### config.mk
export PLATFORM = sky130hd
export DESIGN_NAME = pixel_readout_buffer_flat
export DESIGN_NICKNAME = d
export VERILOG_FILES = /design/src/rtl/pixel_readout_buffer_if.sv /design/src/rtl/pixel_readout_buffer.sv /design/src/flat_wrapper.sv
export SDC_FILE = /design/constraint.sdc
export NUM_CORES = 1
export LEC_CHECK = 0
export CAP_MARGIN = 40
export CORE_MARGIN = 10
export CORE_UTILIZATION = 58
export CTS_CLUSTER_SIZE = 24
export DETAILED_ROUTE_END_ITERATION = 10
export HOLD_SLACK_MARGIN = 0.05
export PLACE_DENSITY = 0.88
export SYNTH_ARGS = -nofsm -noshare
export SYNTH_HDL_FRONTEND = slang
export SYNTH_SLANG_ARGS = --single-unit
### constraint.sdc
create_clock -name clk -period 4.7 [get_ports clk]
set_input_delay 0.94 -clock clk [delete_from_list [all_inputs] [get_ports clk]]
set_output_delay 0.94 -clock clk [all_outputs]
set_load 0.02 [all_outputs]
### src/rtl/pixel_readout_buffer_if.sv
// ---------------------------------------------------------------------------
// pixel_readout_buffer_if
//   Output sample stream of the pixel readout buffer (valid/ready).
//   master : drives out_data / out_idx / out_sof / out_valid, samples out_ready
//   slave  : consumer side
// Ports (signals):
//   out_data  [DATA_W]  head sample value
//   out_idx   [IDX_W]   pixel index of the head sample
//   out_sof   1         head sample is pixel 0 of a frame
//   out_valid 1         a sample is presented
//   out_ready 1         consumer accepts the head on valid & ready
// ---------------------------------------------------------------------------
interface pixel_readout_buffer_if #(
    parameter int DATA_W = 8,
    parameter int IDX_W  = 2
) ();
    logic [DATA_W-1:0] out_data;
    logic [IDX_W-1:0]  out_idx;
    logic              out_sof;
    logic              out_valid;
    logic              out_ready;

    modport master (output out_data, output out_idx, output out_sof,
                    output out_valid, input out_ready);
    modport slave  (input out_data, input out_idx, input out_sof,
                    input out_valid, output out_ready);
endinterface

### src/rtl/pixel_readout_buffer.sv
// ---------------------------------------------------------------------------
// pixel_readout_buffer
//   Watches the pixel array's convert strobe and per-pixel read strobes,
//   captures each pixel's value from the shared bus on the falling edge of
//   its read strobe, tags it with pixel index / start-of-frame and queues it
//   in a small FIFO that is drained over a valid/ready stream.
//
// Optional build macro:
//   PIXBUF_BLACKLEVEL_EN  subtract BLACK_LEVEL (saturating at 0) before push.
//
// Ports:
//   clk        system clock, rising edge
//   reset      asynchronous active-low reset
//   convert    ADC convert strobe
//   read_sel   per-pixel read strobes [NUM_PIX]
//   pix_data   shared pixel data bus [DATA_W]
//   out_if     output stream (master modport)
//   fifo_level FIFO occupancy [$clog2(FIFO_DEPTH)+1]
//   overflow   sticky: sample dropped on full FIFO
//   seq_err    sticky: illegal read sequence seen
//   clear_err  synchronous clear of overflow / seq_err
// ---------------------------------------------------------------------------
module pixel_readout_buffer #(
    parameter int                DATA_W      = 8,
    parameter int                NUM_PIX     = 4,
    parameter int                FIFO_DEPTH  = 8,
    parameter logic [DATA_W-1:0] BLACK_LEVEL = '0,
    localparam int               IDX_W       = $clog2(NUM_PIX),
    localparam int               PTR_W       = $clog2(FIFO_DEPTH)
) (
    input  logic                   clk,
    input  logic                   reset,
    input  logic                   convert,
    input  logic [NUM_PIX-1:0]     read_sel,
    input  logic [DATA_W-1:0]      pix_data,
    pixel_readout_buffer_if.master out_if,
    output logic [PTR_W:0]         fifo_level,
    output logic                   overflow,
    output logic                   seq_err,
    input  logic                   clear_err
);
    localparam int ENT_W = 1 + IDX_W + DATA_W;

    typedef enum logic {IDLE, ARMED} state_t;

    // ---------------- input registers ----------------
    logic               conv_q;
    logic [NUM_PIX-1:0] sel_q;
    logic [DATA_W-1:0]  data_q;

    always_ff @(posedge clk or negedge reset) begin
        if (!reset) begin
            conv_q <= 1'b0;
            sel_q  <= '0;
            data_q <= '0;
        end else begin
            conv_q <= convert;
            sel_q  <= read_sel;
            data_q <= pix_data;
        end
    end

    // ---------------- edge detection ----------------
    logic [NUM_PIX-1:0] fall_vec;
    logic               any_fall, multi_sel, conv_rise, conv_fall;
    logic [IDX_W-1:0]   cap_idx;

    assign fall_vec  = sel_q & ~read_sel;
    assign any_fall  = |fall_vec;
    // A falling strobe while more than one strobe was high is illegal.
    assign multi_sel = any_fall && !$onehot(sel_q);
    assign conv_fall = conv_q & ~convert;
    assign conv_rise = ~conv_q & convert;

    always_comb begin
        cap_idx = '0;
        for (int i = 0; i < NUM_PIX; i++)
            if (sel_q[i]) cap_idx = IDX_W'(i);
    end

    // ---------------- sample conditioning ----------------
    logic [DATA_W-1:0] push_val;
`ifdef PIXBUF_BLACKLEVEL_EN
    assign push_val = (data_q < BLACK_LEVEL) ? '0 : data_q - BLACK_LEVEL;
`else
    logic [DATA_W-1:0] unused_black_level;
    assign unused_black_level = BLACK_LEVEL;
    assign push_val           = data_q;
`endif

    // ---------------- frame sequencing FSM ----------------
    state_t           state_q, state_d;
    logic [IDX_W-1:0] nidx_q, nidx_d;
    logic             push_req, seq_set;

    always_ff @(posedge clk or negedge reset) begin
        if (!reset) begin
            state_q <= IDLE;
            nidx_q  <= '0;
        end else begin
            state_q <= state_d;
            nidx_q  <= nidx_d;
        end
    end

    always_comb begin
        state_d  = state_q;
        nidx_d   = nidx_q;
        push_req = 1'b0;
        seq_set  = 1'b0;
        if (multi_sel) begin
            seq_set = 1'b1;
            state_d = IDLE;
        end else begin
            case (state_q)
                IDLE: begin
                    if (conv_fall) begin
                        state_d = ARMED;
                        nidx_d  = '0;
                    end
                end
                ARMED: begin
                    if (conv_rise) begin
                        // new conversion before the frame completed
                        seq_set = 1'b1;
                        state_d = IDLE;
                    end else if (any_fall) begin
                        if (cap_idx == nidx_q) begin
                            // pushed even if the FIFO drops it: frame keeps going
                            push_req = 1'b1;
                            if (cap_idx == IDX_W'(NUM_PIX-1)) state_d = IDLE;
                            else nidx_d = nidx_q + IDX_W'(1);
                        end else begin
                            seq_set = 1'b1;
                            state_d = IDLE;
                        end
                    end
                end
                default: state_d = IDLE;
            endcase
        end
    end

    // ---------------- FIFO ----------------
    logic [ENT_W-1:0] mem [FIFO_DEPTH];
    logic [PTR_W:0]   wptr_q, rptr_q, wptr_d, rptr_d;
    logic             full, pop, push_ok, ovf_set, head_valid_d;
    logic [ENT_W-1:0] push_ent, head_d;
    logic             out_valid_q, out_sof_q;
    logic [IDX_W-1:0] out_idx_q;
    logic [DATA_W-1:0] out_data_q;

    assign full     = (wptr_q[PTR_W] != rptr_q[PTR_W]) &&
                      (wptr_q[PTR_W-1:0] == rptr_q[PTR_W-1:0]);
    assign pop      = out_valid_q & out_if.out_ready;
    assign push_ok  = push_req & (~full | pop);
    assign ovf_set  = push_req & full & ~pop;
    assign push_ent = {(cap_idx == '0), cap_idx, push_val};
    assign wptr_d   = wptr_q + (PTR_W+1)'(push_ok);
    assign rptr_d   = rptr_q + (PTR_W+1)'(pop);
    // Head register looks at the write pointer before this cycle's push, so
    // a new sample shows up one cycle after it is written and the head slot
    // is never the one being written.
    assign head_valid_d = (wptr_q != rptr_d);
    assign head_d       = mem[rptr_d[PTR_W-1:0]];

    always_ff @(posedge clk) begin
        if (push_ok) mem[wptr_q[PTR_W-1:0]] <= push_ent;
    end

    always_ff @(posedge clk or negedge reset) begin
        if (!reset) begin
            wptr_q      <= '0;
            rptr_q      <= '0;
            out_valid_q <= 1'b0;
            out_sof_q   <= 1'b0;
            out_idx_q   <= '0;
            out_data_q  <= '0;
        end else begin
            wptr_q      <= wptr_d;
            rptr_q      <= rptr_d;
            out_valid_q <= head_valid_d;
            if (head_valid_d) {out_sof_q, out_idx_q, out_data_q} <= head_d;
        end
    end

    // ---------------- sticky flags ----------------
    logic overflow_q, seq_err_q;

    always_ff @(posedge clk or negedge reset) begin
        if (!reset) begin
            overflow_q <= 1'b0;
            seq_err_q  <= 1'b0;
        end else begin
            // a new error in the same cycle beats clear_err
            overflow_q <= ovf_set | (overflow_q & ~clear_err);
            seq_err_q  <= seq_set | (seq_err_q & ~clear_err);
        end
    end

    assign out_if.out_valid = out_valid_q;
    assign out_if.out_sof   = out_sof_q;
    assign out_if.out_idx   = out_idx_q;
    assign out_if.out_data  = out_data_q;
    assign fifo_level       = wptr_q - rptr_q;
    assign overflow         = overflow_q;
    assign seq_err          = seq_err_q;
endmodule

### src/flat_wrapper.sv
// flat-port wrapper written by rule: the top's interface ports become plain ports
module pixel_readout_buffer_flat 
#(
    parameter int                DATA_W      = 8,
    parameter int                NUM_PIX     = 4,
    parameter int                FIFO_DEPTH  = 8,
    parameter logic [DATA_W-1:0] BLACK_LEVEL = '0,
    localparam int               IDX_W       = $clog2(NUM_PIX),
    localparam int               PTR_W       = $clog2(FIFO_DEPTH)
)
  (clk, reset, convert, read_sel, pix_data, fifo_level, overflow, seq_err, clear_err, out_if_out_data, out_if_out_idx, out_if_out_sof, out_if_out_valid, out_if_out_ready);
  pixel_readout_buffer_if #(.DATA_W(DATA_W)) out_if_i ();
  input  logic clk;
  input  logic reset;
  input  logic convert;
  input  logic [NUM_PIX-1:0] read_sel;
  input  logic [DATA_W-1:0] pix_data;
  output logic [PTR_W:0] fifo_level;
  output logic overflow;
  output logic seq_err;
  input  logic clear_err;
  output wire logic [$bits(out_if_i.out_data)-1:0] out_if_out_data;
  output wire logic [$bits(out_if_i.out_idx)-1:0] out_if_out_idx;
  output wire logic [$bits(out_if_i.out_sof)-1:0] out_if_out_sof;
  output wire logic [$bits(out_if_i.out_valid)-1:0] out_if_out_valid;
  input wire logic [$bits(out_if_i.out_ready)-1:0] out_if_out_ready;
  assign out_if_out_data = out_if_i.out_data;
  assign out_if_out_idx = out_if_i.out_idx;
  assign out_if_out_sof = out_if_i.out_sof;
  assign out_if_out_valid = out_if_i.out_valid;
  assign out_if_i.out_ready = out_if_out_ready;
  pixel_readout_buffer #(.DATA_W(DATA_W), .NUM_PIX(NUM_PIX), .FIFO_DEPTH(FIFO_DEPTH), .BLACK_LEVEL(BLACK_LEVEL)) u_core (.clk(clk), .reset(reset), .convert(convert), .read_sel(read_sel), .pix_data(pix_data), .out_if(out_if_i), .fifo_level(fifo_level), .overflow(overflow), .seq_err(seq_err), .clear_err(clear_err));
endmodule
==> results of run 1 <==
==> logic make-up after synthesis <==
logic type / after synthesis / synth area share [%]
AO/OA/AOI/OAI: 25 / 3.16
XOR/XNOR: 12 / 2.24
adder cells (fa/ha/maj): 14 / 3.76
buffers and inverters: 27 / 2.22
flip-flops: 126 / 71.5
multiplexers: 33 / 12.1
AND/OR/NAND/NOR: 47 / 5.01
==> sequential cells by signal, summed over array words and instances (netlist names) <==
signal	flops
u_core.conv_q	1
u_core.data_q	8
u_core.mem	88
u_core.nidx_q	2
u_core.out_if.out_data	8
u_core.out_if.out_idx	2
u_core.out_if.out_sof	1
u_core.out_if.out_valid	1
u_core.overflow	1
u_core.rptr_q	4
u_core.sel_q	4
u_core.seq_err	1
u_core.state_q	1
u_core.wptr_q	4
==> worst paths after layout <==
check                      cells after the start  slack [ps]                               endpoint                             startpoint
min reg2reg                                    2         480  u_core.out_if.out_data[1]$_DFFE_PN0P_  u_core.out_if.out_data[1]$_DFFE_PN0P_
max in group asynchronous                      2        3940             u_core.rptr_q[2]$_DFF_PN0_                                  reset
max                                            5        1130                          fifo_level[2]             u_core.wptr_q[0]$_DFF_PN0_
min in group clk                               2         480  u_core.out_if.out_data[1]$_DFFE_PN0P_  u_core.out_if.out_data[1]$_DFFE_PN0P_
min                                            1         300             u_core.data_q[3]$_DFF_PN0_                                  reset
max reg2reg                                   10        1450             u_core.mem[5][8]$_DFFE_PP_              u_core.sel_q[3]$_DFF_PN0_
==> stage by stage <==
step,area (sq um),setup WS (ps),hold slack [ps],power (uW),util (%)
3_3_place_gp,5560,1080,464,2640,66.7
6_report,6160,1130,297,3910,73.8
2_1_floorplan,5020,1220,464,2290,-
4_1_cts,6150,1100,301,3930,73.7
5_1_grt,6160,976,297,4100,73.8
3_5_place_dp,5580,839,471,2690,66.9
==> layout make-up <==
class | count | share of cell area, %
flip-flops and latches | 126 | 58.4
well taps | 105 | 2.13
multi-input cells | 131 | 22.0
clock inverters | 15 | 2.46
repair buffers | 47 | 7.29
clock buffers | 17 | 6.72
inverters | 17 | 1.04
==> power breakdown <==
part,switching [uW],total (uW),internal [uW]
clock,508,1220,716
combinational,676,1320,643
sequential,81.4,1370,1290
==> per-layer routing <==
metal	vias to the layer above	global-route usage, %	part of all wire (%)
li1	1195	-	-
met1	1396	20.8	38
met2	130	27.9	52
met3	23	5.12	7.8
met4	0	6.94	2.1
met5	-	0	0
==> layout by cell type, fill, tap and decap left out, drive strengths merged, types with 3 or more instances in the layout <==
cell type / synthesis / layout
edfxtp: 88 / 88
dfrtp: 38 / 38
clkdlybuf4s50: 0 / 33
inv: 17 / 24
mux4: 22 / 22
clkbuf: 4 / 17
nand2: 16 / 16
buf: 6 / 14
o21ai: 12 / 12
mux2i: 11 / 11
ha: 11 / 11
nor4: 7 / 7
xnor2: 6 / 6
nor2: 6 / 6
xor2: 6 / 6
nand3: 4 / 4
clkinv: 0 / 4
a21oi: 3 / 3
nand2b: 3 / 3
clkinvlp: 0 / 3
==> run metrics, run 1 <==
GPL Wtd Cong=0.820; Synth Net Count=314; f_max=approximately 0.28 GHz; initial antenna violation count=0; initial core utilization=around three fifths; Cells after DPL=425; CP top delay family=buffers and inverters; clk slew on worst S/H paths=60 ps; WP data arrival=2630 ps; Vias=2,744; Syn Inst Count=284; Worst-Skew Late Latency=between 500 and 600 ps; Peak VDD IR=303 uV; Synth Register Bits=126; kind of critical path=register to output pin; layout cell share with drive strength beyond 1=22.9%; clk buf depth=2; outcome=finished clean; cts repair resizes=0; ys async rst share=slightly above 30%; drt first pass iters=5; Post CTS Setup Buffer Count=0; Post-synth EDFFs=88; Clock Root Buffer=clkbuf_8; Nets=370; crit end category=output pin; footprint of the multi-input gates=1360 sq um; count leader, synth=edfxtp_1; TritonCTS clock tree=built; # rows=33; total CTS buffers=17; drt drc=0; IO buf count=34; Power per Cell Area=636 nW/um^2; CTS H-Tree Depth=4; Worst Path Max Fanout=7; worst path bufs/invs=2; Main synth FF type=edfxtp_1; total of max-cap violations=0; largest net degree at the start of global routing=32; Setup Skew=11.5 ps; setup violators final=0; Seq/Total Area, Yosys=71.5%; Syn. warnings=0; Reg area=3590 sq um; diodes inserted=0; Iter 0 DRT Violations=240; most frequent cells after synthesis=88 x edfxtp_1, 38 x dfrtp_1, 22 x mux4_2; Synth Area per Inst=17.7 sq um; die height=113 um; Leak Pwr=0.00227 uW; DR vias/cell=5.99; Synth top area share=52.6%; grt ovf=0; DIE AREA=roughly 13,000 sq um; Slew @ Worst Pin=551 ps; IO Pins=35; Slowest cell on crit path=clkdlybuf4s50_1; Syn Std Cell Area=5020 sq um; Critical Path, Cell by Cell=inv_1, ha_1, fa_1, xnor2_1, clkdlybuf4s50_1; WP data required=about 3800 ps; Tmin final=~3600 ps; hpwl dp=6.22 mm; Die Wd=113 um; Sink Count=around 130; Pins Over Slew Limit=0; area grow syn2layout=22.6%; number of buffers inserted by hold repair at cts=0; Max-slew headroom=63.2%; HP Class=input pin to async pin; Antenna Nets Post-Route=0; unrepaired setup endpoints after global routing=no; FILL cells=between 400 and 500; routed wire length per instance=around 23 um; vias in the first global route=2,932; Final Cycle Share=about three quarters; GRT Total Usage=17.1%; largest area contributor in the netlist=edfxtp_1; count of cell types in the netlist=40; slowest stage delay, CP=around 620 ps; first-pass GRT wire length=16.6 mm; Startpoint Class=register; final wirelength=10.4 mm; Fin Setup TNS=0 ps; Final Hold Vio Count=0; Non-Filler Instances=458; top post-synthesis cells by area=edfxtp_1 53%, dfrtp_1 19%, mux4_2 9.9%, ha_1 2.7%, mux2i_1 2.2%; core box area=around 8300 sq um
Note: power is estimated with default switching activity, not from simulation.
==> inputs of run 2 (changes only) <==
==> constraint.sdc (replaced) <==
create_clock -name clk -period 3.5 [get_ports clk]
set_input_delay 0.7 -clock clk [delete_from_list [all_inputs] [get_ports clk]]
set_output_delay 0.7 -clock clk [all_outputs]
set_load 0.02 [all_outputs]
==> run 2 against run 1 <==
Net effect: via count up 4.2%; setup slack got worse by 970 ps; sequential cell count did not move; combinational power rose by 42%; non-clock buffer count grew 1; highest routed layer unchanged; register-to-register slack lost 1300 ps; sequential share of layout area down 0.77 points; clock skew shrank 2.0 ps; cell count increased by 0.22%.
==> run metrics, run 2 (same netlist as run 1, synthesis figures left out) <==
switching fraction of total power=30.7%; Clk pwr share=32.7%; vias in the first global route=2,919; # rows=33; first-pass GRT wire length=17.4 mm; Iter 0 DRT Violations=392; number of buffers inserted by hold repair at cts=0; clk slew on worst S/H paths=roughly 60 ps; Final Hold Vio Count=0; hpwl dp=6.70 mm; diodes inserted=0; sequential share of power=33.3%; die height=around 110 um; Non-Filler Instances=459; final wirelength=10.9 mm; most common cell after layout, fill and taps aside=edfxtp_1; f_max=0.300 GHz; area grow syn2layout=24.3%; total CTS buffers=17; Worst Path Max Fanout=11; layout cell share with drive strength beyond 1=22.9%; footprint of the multi-input gates=1360 sq um; most frequent cells in the layout=88 x edfxtp_1, 38 x dfrtp_1, 33 x clkdlybuf4s50_1; Power per Cell Area=886 nW/um^2; GRT Total Usage=18.0%; WP data required=3710 ps; drt first pass iters=5; Post CTS Setup Buffer Count=0; GPL Wtd Cong=0.829; core box area=8340 sq um; Pins Over Slew Limit=0; largest net degree at the start of global routing=28; DIE AREA=12,800 sq um; Max-slew headroom=63.9%; Tmin final=3340 ps; Worst-Skew Late Latency=510 ps; IO Pins=35; setup violators final=0; Peak VDD IR=662 uV; HP Class=input pin to async pin; Clock Root Buffer=clkbuf_8; Final Cycle Share=a little over nine tenths; Comb pwr share=approximately 34%; Fin Setup TNS=0 ps; kind of critical path=register to register; Nets=371; Die Wd=between 100 and 150 um; max reg flops=88; GR Util met2=26.4%; DR vias/cell=6.23; TritonCTS clock tree=built; switching pwr=approximately 1700 uW; IO buf count=34; Setup Skew=9.45 ps; WP data arrival=3540 ps; initial antenna violation count=0; total of max-cap violations=0; routed wire length per instance=between 20 and 25 um; Vias=2,858; FILL cells=448; unrepaired setup endpoints after global routing=no; cts repair resizes=0; r2r setup slk=160 ps; GR Layer Usage met1=23.8%; Leak Pwr=0.00230 uW; grt ovf=0; outcome=finished clean; P_int=3830 uW; Startpoint Class=register; initial core utilization=60.2%; GRT Max-Usage Layer=met2; crit end category=register; met3 usage=5.60%; Cells after DPL=between 400 and 500; Slew @ Worst Pin=about 540 ps; Sink Count=126; clk buf depth=2; CTS H-Tree Depth=4; drt drc=0; Reg area=3590 sq um; Antenna Nets Post-Route=0
run 2: worst paths after layout:
path / start / to / cells past startpoint
min: reset / u_core.out_if.out_data[5]$_DFFE_PN0P_ / 1
min in group clk: u_core.out_if.out_data[6]$_DFFE_PN0P_ / u_core.out_if.out_data[6]$_DFFE_PN0P_ / 2
max reg2reg: u_core.sel_q[3]$_DFF_PN0_ / u_core.mem[1][9]$_DFFE_PP_ / 10
min reg2reg: u_core.out_if.out_data[6]$_DFFE_PN0P_ / u_core.out_if.out_data[6]$_DFFE_PN0P_ / 2
max in group asynchronous: reset / u_core.out_if.out_data[0]$_DFFE_PN0P_ / 2
max: u_core.sel_q[3]$_DFF_PN0_ / u_core.mem[1][9]$_DFFE_PP_ / 10
run 2: critical path, cell delays in order, from the launching register on:
cell,delay [ps]
dfrtp_1,440
inv_1,80
ha_1,290
ha_1,230
fa_1,430
nor2_1,110
nand2_1,110
nor2_1,200
nand4_1,440
nor4_2,390
buf_4,290
run 2: cell type report:
type / instances / area share, %
multi-input cells: 131 / 21.7
repair buffers: 48 / 7.66
flip-flops and latches: 126 / 57.6
well taps: 105 / 2.11
inverters: 17 / 1.02
clock buffers: 20 / 6.98
clock inverters: 12 / 2.95
run 2: power groups by stage:
stage | sequential [uW] | combinational (uW) | clock (uW)
detailed placement | 1860 | 1840 | 0
global placement | 1860 | 1790 | 0
floorplan | 1930 | 1150 | 0
CTS | 1840 | 1900 | 1830
global route | 1860 | 2020 | 1910
finish | 1840 | 1880 | 1810
run 2: stage by stage:
| step | hold WS (ps) | total power (uW) | area, sq um | setup slack (ps) | utilization [%] |
|---|---|---|---|---|---|
| 6_report | 85.1 | 5530 | 6240 | 165 | 74.8 |
| 2_1_floorplan | 404 | 3080 | 5020 | 21.8 | - |
| 5_1_grt | 86.3 | 5780 | 6240 | 55.2 | 74.8 |
| 3_5_place_dp | 469 | 3710 | 5620 | 412 | 67.4 |
| 4_1_cts | 73.3 | 5570 | 6240 | 80.5 | 74.8 |
| 3_3_place_gp | 460 | 3640 | 5600 | 548 | 67.2 |
run 2: per-layer routing:
layer	up-vias	wire length, um	part of all wire [%]
li1	1201	-	-
met1	1434	4280	39
met2	188	5180	48
met3	35	1070	9.9
met4	0	323	3.0
met5	-	0	0
